$ cat src/rtl/cmd_encoder_pkg.sv
// Shared byte encodings and types for the command encoder.
package cmd_encoder_pkg;

   localparam logic [7:0] START_BYTE = 8'h05;
   localparam logic [7:0] STOP_BYTE  = 8'h09;
   localparam logic [1:0] OP_SUFFIX  = 2'b10;
   localparam logic [1:0] TGT_SUFFIX = 2'b11;
   localparam logic [7:0] IDLE_BYTE  = 8'h00;

   localparam int unsigned NUM_BUTTONS = 5;

   typedef enum logic {
      GAME_STOPPED,
      GAME_STARTED
   } game_state_t;

   typedef enum logic [1:0] {
      SRC_NONE,
      SRC_STATE,
      SRC_OP,
      SRC_TGT
   } push_src_t;

   function automatic logic [7:0] op_byte(input logic [4:0] bits);
      return {1'b0, bits, OP_SUFFIX};
   endfunction

   function automatic logic [7:0] tgt_byte(input logic [5:0] id);
      return {id, TGT_SUFFIX};
   endfunction

endpackage

$ cat src/rtl/debouncer.sv
// Single-bit debouncer: the accepted level follows the raw input only after
// the raw input has disagreed with it for DEBOUNCE_CYCLES consecutive cycles.
module debouncer #(
   parameter int unsigned DEBOUNCE_CYCLES = 2400
) (
   input  logic clock,
   input  logic reset_n,
   input  logic raw,
   output logic level
);

   localparam int unsigned CW = $clog2(DEBOUNCE_CYCLES + 1);
   localparam logic [CW-1:0] LAST = CW'(DEBOUNCE_CYCLES - 1);

   logic [CW-1:0] count;

   // Count consecutive disagreeing cycles; any agreement restarts the count.
   always_ff @(posedge clock or negedge reset_n) begin
      if (!reset_n) begin
         count <= '0;
         level <= 1'b0;
      end else if (raw == level) begin
         count <= '0;
      end else if (count == LAST) begin
         count <= '0;
         level <= raw;
      end else begin
         count <= count + CW'(1);
      end
   end

endmodule

$ cat src/rtl/cmd_encoder.sv
// Turns debounced buttons and synchronised switches into command bytes,
// queues them in a small FIFO and presents the head to the UART.
module cmd_encoder
   import cmd_encoder_pkg::*;
#(
   parameter int unsigned DEBOUNCE_CYCLES = 2400,
   parameter int unsigned FIFO_DEPTH      = 4
) (
   input  logic                          clock,
   input  logic                          reset_n,
   input  logic [4:0]                    button,
   input  logic [7:0]                    switches,
   input  logic                          tx_ready,
   output logic [7:0]                    tx_byte,
   output logic                          started,
   output logic [$clog2(FIFO_DEPTH):0]   fifo_level,
   output logic                          overflow
);

   localparam int unsigned AW     = $clog2(FIFO_DEPTH);
   localparam int unsigned LW     = AW + 1;
   localparam int unsigned SETTLE = DEBOUNCE_CYCLES + 3;
   localparam int unsigned SW     = $clog2(SETTLE + 1);
   localparam logic [LW-1:0] FULL_LEVEL = LW'(FIFO_DEPTH);

   logic unused_sw6;
   assign unused_sw6 = switches[6];

   // ---------------- input conditioning ----------------
   logic [4:0] btn_level, btn_prev;

   for (genvar i = 0; i < NUM_BUTTONS; i++) begin : g_db
      debouncer #(.DEBOUNCE_CYCLES(DEBOUNCE_CYCLES)) u_debouncer (
         .clock   (clock),
         .reset_n (reset_n),
         .raw     (button[i]),
         .level   (btn_level[i])
      );
   end

   logic       start_meta, start_sync, start_prev;
   logic [5:0] id_meta, id_sync, id_prev;
   logic [SW-1:0] settle_cnt;
   logic       armed;

   // Levels already present at reset release must not look like edges, so
   // edge detection stays disarmed until debouncers and synchronisers settle.
   assign armed = (settle_cnt == SW'(SETTLE));

   // Two-flop switch synchroniser, edge-history registers and settle counter.
   always_ff @(posedge clock or negedge reset_n) begin
      if (!reset_n) begin
         start_meta <= 1'b0;
         start_sync <= 1'b0;
         start_prev <= 1'b0;
         id_meta    <= '0;
         id_sync    <= '0;
         id_prev    <= '0;
         btn_prev   <= '0;
         settle_cnt <= '0;
      end else begin
         start_meta <= switches[7];
         start_sync <= start_meta;
         start_prev <= start_sync;
         id_meta    <= switches[5:0];
         id_sync    <= id_meta;
         id_prev    <= id_sync;
         btn_prev   <= btn_level;
         if (!armed) settle_cnt <= settle_cnt + SW'(1);
      end
   end

   logic       start_rise, start_fall, id_change;
   logic [4:0] btn_rise;

   assign start_rise = armed &  start_sync & ~start_prev;
   assign start_fall = armed & ~start_sync &  start_prev;
   assign id_change  = armed & (id_sync != id_prev);
   assign btn_rise   = armed ? (btn_level & ~btn_prev) : '0;

   // ---------------- game state FSM ----------------
   game_state_t state, state_next;
   logic        state_ev;
   logic [7:0]  state_ev_byte;

   // State register.
   always_ff @(posedge clock or negedge reset_n) begin
      if (!reset_n) state <= GAME_STOPPED;
      else          state <= state_next;
   end

   // Next-state logic: start/stop edges only act in the matching state.
   always_comb begin
      state_next = state;
      case (state)
         GAME_STOPPED: if (start_rise) state_next = GAME_STARTED;
         GAME_STARTED: if (start_fall) state_next = GAME_STOPPED;
         default:      state_next = GAME_STOPPED;
      endcase
   end

   // Outputs: started flag and the state-change byte raised on a transition.
   always_comb begin
      started       = (state == GAME_STARTED);
      state_ev      = 1'b0;
      state_ev_byte = IDLE_BYTE;
      case (state)
         GAME_STOPPED: if (start_rise) begin
            state_ev      = 1'b1;
            state_ev_byte = START_BYTE;
         end
         GAME_STARTED: if (start_fall) begin
            state_ev      = 1'b1;
            state_ev_byte = STOP_BYTE;
         end
         default: ;
      endcase
   end

   // ---------------- pending events and push arbitration ----------------
   logic       st_pend;
   logic [7:0] st_pend_byte;
   logic [4:0] op_pend_bits;
   logic       tgt_pend;
   logic [5:0] tgt_pend_id;

   logic [4:0] op_ev_bits;
   logic       tgt_ev;
   logic       eff_st, eff_tgt;
   logic [7:0] eff_st_byte;
   logic [4:0] eff_op_bits;
   logic [5:0] eff_tgt_id;
   push_src_t  push_src;
   logic [7:0] push_byte;

   assign op_ev_bits = started ? btn_rise : '0;
   assign tgt_ev     = started & id_change;

   // New events merge with their class's pending register so an event can be
   // pushed in the cycle it appears; the winner's pending entry is consumed.
   always_comb begin
      eff_st      = st_pend | state_ev;
      eff_st_byte = state_ev ? state_ev_byte : st_pend_byte;
      eff_op_bits = op_pend_bits | op_ev_bits;
      eff_tgt     = tgt_pend | tgt_ev;
      eff_tgt_id  = tgt_ev ? id_sync : tgt_pend_id;
      push_src    = SRC_NONE;
      push_byte   = IDLE_BYTE;
      if (eff_st) begin
         push_src  = SRC_STATE;
         push_byte = eff_st_byte;
      end else if (|eff_op_bits) begin
         push_src  = SRC_OP;
         push_byte = op_byte(eff_op_bits);
      end else if (eff_tgt) begin
         push_src  = SRC_TGT;
         push_byte = tgt_byte(eff_tgt_id);
      end
   end

   // Pending registers hold whatever lost arbitration this cycle.
   always_ff @(posedge clock or negedge reset_n) begin
      if (!reset_n) begin
         st_pend      <= 1'b0;
         st_pend_byte <= IDLE_BYTE;
         op_pend_bits <= '0;
         tgt_pend     <= 1'b0;
         tgt_pend_id  <= '0;
      end else begin
         st_pend      <= eff_st & (push_src != SRC_STATE);
         st_pend_byte <= eff_st_byte;
         op_pend_bits <= (push_src == SRC_OP) ? '0 : eff_op_bits;
         tgt_pend     <= eff_tgt & (push_src != SRC_TGT);
         tgt_pend_id  <= eff_tgt_id;
      end
   end

   // ---------------- command FIFO ----------------
   logic [7:0]    mem [FIFO_DEPTH];
   logic [AW-1:0] wr_ptr, rd_ptr, rd_next;
   logic [LW-1:0] level_next;
   logic [7:0]    head_next;
   logic          push_req, push, pop, drop, drained;

   assign pop      = tx_ready & (fifo_level != '0);
   assign push_req = (push_src != SRC_NONE);
   assign push     = push_req & ((fifo_level != FULL_LEVEL) | pop);
   assign drop     = push_req & ~push;
   assign drained  = (fifo_level == '0) | (pop & (fifo_level == LW'(1)));

   // Storage write; contents need no reset since level gates visibility.
   always_ff @(posedge clock) begin
      if (push) mem[wr_ptr] <= push_byte;
   end

   // Next level and next head; a byte pushed into an empty (or emptying)
   // queue becomes the head directly since it is not yet in storage.
   always_comb begin
      level_next = fifo_level;
      if (push & ~pop)      level_next = fifo_level + LW'(1);
      else if (pop & ~push) level_next = fifo_level - LW'(1);
      rd_next = pop ? rd_ptr + AW'(1) : rd_ptr;
      if (level_next == '0) head_next = IDLE_BYTE;
      else if (drained)     head_next = push_byte;
      else                  head_next = mem[rd_next];
   end

   // FIFO pointers, level, registered head and sticky overflow.
   always_ff @(posedge clock or negedge reset_n) begin
      if (!reset_n) begin
         wr_ptr     <= '0;
         rd_ptr     <= '0;
         fifo_level <= '0;
         tx_byte    <= IDLE_BYTE;
         overflow   <= 1'b0;
      end else begin
         if (push) wr_ptr <= wr_ptr + AW'(1);
         rd_ptr     <= rd_next;
         fifo_level <= level_next;
         tx_byte    <= head_next;
         if (drop) overflow <= 1'b1;
      end
   end

endmodule

$ cat config.mk
export PLATFORM = sky130hd
export DESIGN_NAME = cmd_encoder
export DESIGN_NICKNAME = d
export VERILOG_FILES = /design/src/rtl/cmd_encoder_pkg.sv /design/src/rtl/debouncer.sv /design/src/rtl/cmd_encoder.sv
export SDC_FILE = /design/constraint.sdc
export NUM_CORES = 1
export LEC_CHECK = 0
export CORE_UTILIZATION = 40
export CTS_CLUSTER_DIAMETER = 60
export DETAILED_ROUTE_END_ITERATION = 8
export PLACE_DENSITY_LB_ADDON = 0.1
export SLEW_MARGIN = 30
export SYNTH_ARGS = -nofsm -noshare
export SYNTH_HDL_FRONTEND = slang
export SYNTH_SLANG_ARGS = --single-unit
$ cat constraint.sdc
create_clock -name clock -period 3.3 [get_ports clock]
set_input_delay 0.99 -clock clock [delete_from_list [all_inputs] [get_ports clock]]
set_output_delay 0.99 -clock clock [all_outputs]
set_load 0.05 [all_outputs]
* After elaboration in Yosys (flattened, before gate mapping)
Memories as Yosys holds them, arrays and structs flattened.
Cells that the tools add are included.
** Cells by class
- Reductions and logical operators :: 10
- Eq/ne operators :: 17
- Divide/modulo/power cells :: 0
- Mux-type cells :: 36
- Add/subtract/negate cells :: 10
- Bitwise logic cells :: 31
- Multipliers :: 0
- Shifts and indexed selects :: 0
- Order comparisons :: 0
** Operator list (number)
- $mux 12 :: 10
- $add 12x1->12 const B :: 6
- $eq 12x12->1 const B :: 6
- $mux 8 :: 6
- $pmux 8 s2 :: 1
- $mux 5 :: 3
- $and 1x1->1 :: 14
- $not 1->1 :: 10
- $reduce_and 2->1 :: 5
- $mux 3 :: 3
- $mux 2 :: 4
- $logic_not 3->1 :: 2
- $mux 6 :: 1
- $ne 6x6->1 :: 1
- $and 5x5->5 :: 1
- $eq 1x1->1 :: 5
- $mux 1 :: 5
- $not 5->5 :: 1
- $or 5x5->5 :: 1
- $reduce_or 5->1 :: 1
- $add 2x1->2 const B :: 2
- $mux 4 :: 1
- $or 1x1->1 :: 4
- $pmux 1 s2 :: 2
- other kinds (9) :: 9
** Storage, ports and cells
- Latch bits :: 0
- Output and inout bits :: 13
- Bits of input ports :: 16
- Bits in read-only memories :: 0
- Bits in writable memories :: 32
- Flip-flop bits (word level) :: 141
- Memories :: 1
** Memory list
- mem :: depth 4, width 8, rd ports 1, clocked after memory_dff 0, write ports 1, RTL line cmd_encoder.sv:179 : logic [7:0] mem [FIFO_DEPTH];

* Longest topological paths before layout
- Word-level depth :: 16
- Mapped depth :: 11

* Hierarchy
Synthesis repeated with hierarchy kept, for this count alone.
** Second synthesis, totals
- Cell total of the unflattened synthesis :: 650
- Area total of the unflattened synthesis :: 7895.1 um^2
** Modules (own cells, without submodules)
- cmd_encoder :: times used 1, cells each 335, area each 4566.9 um^2
- debouncer :: times used 5, cells each 63, area each 665.6 um^2

* Least setup slack after synthesis
Ideal clock, no wire load.
- Path type :: register to register
- From :: reg fifo_level[1]
- To :: reg tx_byte[0]
- Data arrival time :: 2.626 ns
- Data required time :: 3.163 ns
- Period minus slack after synthesis :: 2.763 ns
- Path buffers :: 1
- Cell stages (with the launch flop) :: 10
- Path slack :: 0.537 ns
- Library setup time :: 0.137 ns
- Cells stage by stage :: dfrtp_1 -> inv_1 -> ha_1 -> nand2b_1 -> and2_1 -> buf_2 -> xnor2_2 -> mux4_2 -> nand2_1 -> a21oi_1
** On the way
- Cells in the longest elaborated chain, start to end :: 10
- Elaborated cells on any way between the ends :: 22
** Ends and longest elaborated chain
- start: declaration :: RTL line cmd_encoder.sv:16 : output logic [$clog2(FIFO_DEPTH):0] fifo_level,
- start signal: assignment :: RTL line cmd_encoder.sv:219 : fifo_level <= level_next;
- $reduce_bool 3->1 :: RTL line cmd_encoder.sv:185 : assign pop = tx_ready & (fifo_level != '0);
- $and 1x1->1 :: RTL line cmd_encoder.sv:185
- $or 1x1->1 :: RTL line cmd_encoder.sv:187 : assign push = push_req & ((fifo_level != FULL_LEVEL) | pop);
- $and 1x1->1 :: RTL line cmd_encoder.sv:187
- $not 1->1 :: RTL line cmd_encoder.sv:201 : else if (pop & ~push) level_next = fifo_level - LW'(1);
- $and 1x1->1 :: RTL line cmd_encoder.sv:201
- $mux 3 :: RTL line cmd_encoder.sv:201
- $mux 3 :: RTL line cmd_encoder.sv:200 : if (push & ~pop) level_next = fifo_level + LW'(1);
- $logic_not 3->1 :: RTL line cmd_encoder.sv:203 : if (level_next == '0) head_next = IDLE_BYTE;
- $mux 8 * :: RTL line cmd_encoder.sv:203
- via head_next[0] :: RTL line cmd_encoder.sv:182 : logic [7:0] head_next;
- end signal: assignment :: RTL line cmd_encoder.sv:220 : tx_byte <= head_next;
- end: declaration :: RTL line cmd_encoder.sv:14 : output logic [7:0] tx_byte,
Mark *: on every way through the listed nets, which the timed path passes. The rest lies on a longest branch.
A chain may end at the register's enable or synchronous reset.

* Worst setup path after layout
- From :: reg settle_cnt[0]
- To :: reg tx_byte[1]
** On the way
- Cells in the longest elaborated chain, start to end :: 15
- Elaborated cells on any way between the ends :: 33
** Ends and longest elaborated chain
- start: declaration :: RTL line cmd_encoder.sv:43 : logic [SW-1:0] settle_cnt;
- start signal: assignment :: RTL line cmd_encoder.sv:69 : if (!armed) settle_cnt <= settle_cnt + SW'(1);
- $eq 12x12->1 * :: RTL line cmd_encoder.sv:48 : assign armed = (settle_cnt == SW'(SETTLE));
- $and 1x1->1, or another cell as far along (2 in a row) :: RTL line cmd_encoder.sv:77 : assign start_fall = armed & ~start_sync & start_prev;
- $mux 1, or another cell as far along :: RTL line cmd_encoder.sv:112 : GAME_STARTED: if (start_fall) begin
- $pmux 1 s2, or another cell as far along :: RTL line cmd_encoder.sv:107 : case (state)
- $or 1x1->1 or $mux 2 (tied branches) :: RTL line cmd_encoder.sv:142, cmd_encoder.sv:152
- $mux 2 :: RTL line cmd_encoder.sv:149 : if (eff_st) begin
- $reduce_bool 2->1 :: RTL line cmd_encoder.sv:186 : assign push_req = (push_src != SRC_NONE);
- $and 1x1->1 :: RTL line cmd_encoder.sv:187
- $not 1->1 :: RTL line cmd_encoder.sv:201
- $and 1x1->1 :: RTL line cmd_encoder.sv:201
- $mux 3 :: RTL line cmd_encoder.sv:201
- $mux 3 :: RTL line cmd_encoder.sv:200
- $logic_not 3->1 :: RTL line cmd_encoder.sv:203
- $mux 8 * :: RTL line cmd_encoder.sv:203
- via head_next[1] :: RTL line cmd_encoder.sv:182
Marked as above.

==> results.txt <==
----------------------------------------------------
[CTS]
  Number of gates resized after cts ... 0
  Count of hold-fix buffers inserted at cts ... 0
  TritonCTS buffer count ... 17
  Root Buffer ... sky130_fd_sc_hd__clkbuf_16
  Clock tree from TritonCTS ... built
  Source-to-sink clock delay at the later pin of the worst-skew pair ... 0.43 ns
  CTS HTree Levels ... 4
  Number of post-CTS setup repair buffers ... 0
  CTS sink count ... 173
  Register clock-pin slew on the reported worst setup and hold paths ... 0.07 ns
  Number of buffers on the longest clock path ... 2

[Die]
  Number of rows created at floorplan ... 49
  Die area ... 19200 um^2
  Total core area ... 18100 um^2
  Initial Utilization ... 41.2%
  Chip Width ... 139 um
  Y dimension of the die ... 139 um
  IO Count ... 29

[Power]
  Standby leakage power ... 3.81 nW
  Switching share of power ... 29.9%
  Switching power summed over all nets ... 1.75 mW
  Worst ir drop on vdd ... 0.365 mV
  Part of the power in combinational logic ... 23.5%
  Internal power consumption ... 4.09 mW
  Clock share of power ... 33.4%
  PD cells ... 669 nW/um^2
  Sequential share of power ... 43.1%
  Total power consumption of the routed design ... 5.83 mW

[Placed design]
  IO Port Bufs ... 27
  Routability-driven placement congestion ratio ... 0.768
  HPWL after DPL ... 9.03 mm

[Synthesis]
  Number of enable-type register cells in the synthesized netlist ... 32
  Top_reg_cell synth ... sky130_fd_sc_hd__dfrtp_1
  Share of flip-flops with an asynchronous set or reset ... 81.5%
  Warning count from the yosys run ... 0
  Sequential fraction of the synthesis area ... 60.1%
  Fraction of the mapped netlist area in compound gates ... 5.07%
  Number of different library cells in the post-synthesis netlist ... 52
  Synth Cell Area ... 7480 um^2
  Gate Count Post-Synth ... 632
  Synthesized-area fraction occupied by xor and xnor cells ... 8.77%
  Post-synth net total ... 662
  Area share of fa/ha/maj cells after synthesis ... 2.48%
  Post-synthesis area per instance ... 11.8 um^2
  Largest family of logic cells by synthesized area ... simple AND/OR/NAND/NOR gates
  Area fraction in and, or, nand and nor cells after synthesis ... 17.9%
  Register bit total from synthesis ... 173
  Proportion of synthesized area in mux cells ... 4.12%

[STA]
  Minimum clock period ... 2.92 ns
  Number of endpoints with negative hold slack in the final report ... 0
  Final cycle utilization of the critical path ... 88.4%
  Worst Tran Pin Value ... 0.789 ns
  Total count of max-transition violations in the final report ... 0
  Slew margin rel. ... 47.2%
  Final setup TNS ... 0 ns
  Fin Clk Skew ... 0.0110 ns
  Max Clock Freq ... 343 MHz
  Number of setup violations in the final report ... 0
  RSZ-0062 raised after global routing ... no

[Critical path]
  Critical path class ... flop to flop
  Critical Path Fanout Max ... 14
  CP Cell Sequence ... ha_1 -> and4bb_2 -> and3_1 -> o21ai_2 -> and2b_1 -> nand3_1 -> nand4_1 -> a211oi_4 -> a21oi_1
  Standard cell with the maximum stage delay on the critical path ... sky130_fd_sc_hd__a211oi_4
  Data arrival at the endpoint of the critical path ... 3.20 ns
  Endpoint class of the critical path ... flop
  Slack of the worst reg-to-reg path ... 0.38 ns
  Startpoint type of the worst setup path ... flop
  Cell family contributing the most delay on the critical path ... simple AND/OR/NAND/NOR gates
  Required time reported for the critical path endpoint ... 3.59 ns
  Buf+Inv Stages, Crit Path ... 0
  CP peak stage delay ... 0.51 ns

[Drt]
  Number of optimization iterations in the first detailed-route pass ... 8
  Remaining DRCs ... 3
  DR WL/cell ... 14.5 um
  Total wire length after detailed routing ... 13.4 mm
  Vias per inst ... 4.95
  DRT iter0 DRCs ... 225
  Vias ... 4566
  Routed Antenna Nets ... 0

[Layout]
  Final standard cell utilization of the core ... 48.0%
  Most common cell after layout, fill and taps aside ... sky130_fd_sc_hd__dfrtp_1
  Area taken by flip-flops and latches ... 4490 um^2
  Multi-input logic area ... 2870 um^2
  Total of fill cells in the finished design ... 1642
  Leading cell types in the layout, fill and taps excluded ... sky130_fd_sc_hd__dfrtp_1 (141), sky130_fd_sc_hd__nor2_1 (87), sky130_fd_sc_hd__nand2_1 (55)
  Number of nets in the layout ... 711
  Share of final-layout standard cells stronger than drive strength 1 ... 10.8%
  ANT cells ... 0
  Area Growth Syn to Fin ... 16.6%

[GRT]
  Number of global-route vias before repair ... 4722
  Total overflow reported by the global router ... 0
  Global router's overall resource usage ... 15.6%
  First-pass GRT wire length ... 23.6 mm
  Antenna violations before repair ... 0
  Pin count of the biggest net entering global routing ... 48

[Run]
  Maxcap violations ... 0

[Outcome]
  Failing checks ... DRC
  Result of the run ... complete, but fails checks

[Min path]
  Type of the most critical hold path ... flop to flop

----------------------------------------------------
cell type report:
| type | count | area share (%) |
|---|---|---|
| Sequential cell | 173 | 51.5 |
| Multi-Input combinational cell | 429 | 32.9 |
| Clock buffer | 21 | 5.41 |
| Timing Repair Buffer | 38 | 4.78 |
| Tap cell | 229 | 3.29 |
| Clock inverter | 11 | 1.21 |
| Inverter | 22 | 0.947 |
synthesized netlist by cell type (9+ instances only):
master / number / area (um^2)
sky130_fd_sc_hd__dfrtp_1: 141 / 3530
sky130_fd_sc_hd__nor2_1: 87 / 327
sky130_fd_sc_hd__nand2_1: 55 / 206
sky130_fd_sc_hd__xor2_1: 41 / 359
sky130_fd_sc_hd__edfxtp_1: 32 / 961
sky130_fd_sc_hd__xnor2_1: 32 / 280
sky130_fd_sc_hd__nand3_1: 31 / 155
sky130_fd_sc_hd__a21oi_1: 22 / 110
sky130_fd_sc_hd__inv_1: 22 / 82.6
sky130_fd_sc_hd__and3_1: 21 / 131
sky130_fd_sc_hd__and2_1: 15 / 93.8
sky130_fd_sc_hd__ha_1: 14 / 175
sky130_fd_sc_hd__nand4_1: 10 / 62.6
sky130_fd_sc_hd__nand2b_1: 9 / 56.3
layer usage:
metal  track usage [%]  part of all wire (%)  vias up
met4              5.38                   1.3        0
met3              4.01                   3.4       12
met1              21.0                    49     2244
met5                 0                     0        -
met2              24.5                    47       62
li1                  -                     -     2248
worst reg2reg max path, delay by kind of cell, from the launching register on:
kind / cells / cell delay [ns]
AOI/OAI and AO/OA: 3 / 0.81
adders and majority gates: 1 / 0.23
DFF: 1 / 0.41
and+or+nand+nor: 5 / 1.34
final timing paths:
path | startpoint | end | cells after the start
setup / recovery | settle_cnt[0] | tx_byte[1] | 9
hold / removal | id_meta[3] | id_sync[3] | 0
setup reg to reg | settle_cnt[0] | tx_byte[1] | 9
hold reg to reg | id_meta[3] | id_sync[3] | 0
max in group asynchronous | reset_n | g_db[2].u_debouncer.count[10] | 2
min in group asynchronous | reset_n | settle_cnt[8] | 1
kinds of logic (layout without fill, tap and decap cells):
| family | Yosys count | count (layout) |
|---|---|---|
| AND/OR/NAND/NOR | 266 | 266 |
| other | 1 | 1 |
| flip-flops | 173 | 173 |
| AO/OA/AOI/OAI | 53 | 53 |
| buffers and inverters | 30 | 92 |
| multiplexers | 20 | 20 |
| XOR/XNOR | 74 | 74 |
| adder cells (fa/ha/maj) | 15 | 15 |
stage by stage:
stage / setup slack, ns / cells / hold slack (ns) / instance area [um^2]
floorplan: 0.537 / 632 / 0.331 / 7480
global placement: 0.142 / 891 / 0.337 / 8140
detailed placement: 0.141 / 891 / 0.336 / 8140
CTS: 0.365 / 923 / 0.350 / 8720
global route: 0.110 / 923 / 0.361 / 8720
finish: 0.383 / 923 / 0.345 / 8720
sequential cells by signal (all words and copies together), names as in the netlist:
register                count
start_sync                  1
btn_prev                    5
g_db.u_debouncer.level      5
wr_ptr                      2
settle_cnt                 12
mem                        32
st_pend                     1
st_pend_byte                8
overflow                    1
g_db.u_debouncer.count     60
tgt_pend_id                 6
id_prev                     6
rd_ptr                      2
op_pend_bits                5
tgt_pend                    1
id_meta                     6
start_meta                  1
tx_byte                     8
id_sync                     6
fifo_level                  3
started                     1
start_prev                  1
power by group through the flow:
| stage | clock (mW) | combinational, mW | sequential, mW |
|---|---|---|---|
| after global routing | 2.11 | 1.49 | 2.54 |
| after global placement | 0 | 1.36 | 2.55 |
| after detailed placement | 0 | 1.38 | 2.56 |
| after CTS | 2.01 | 1.38 | 2.52 |
| final | 1.95 | 1.37 | 2.52 |
| after floorplan | 0 | 0.705 | 2.77 |
No activity file was read; power rests on OpenSTA's default activity.
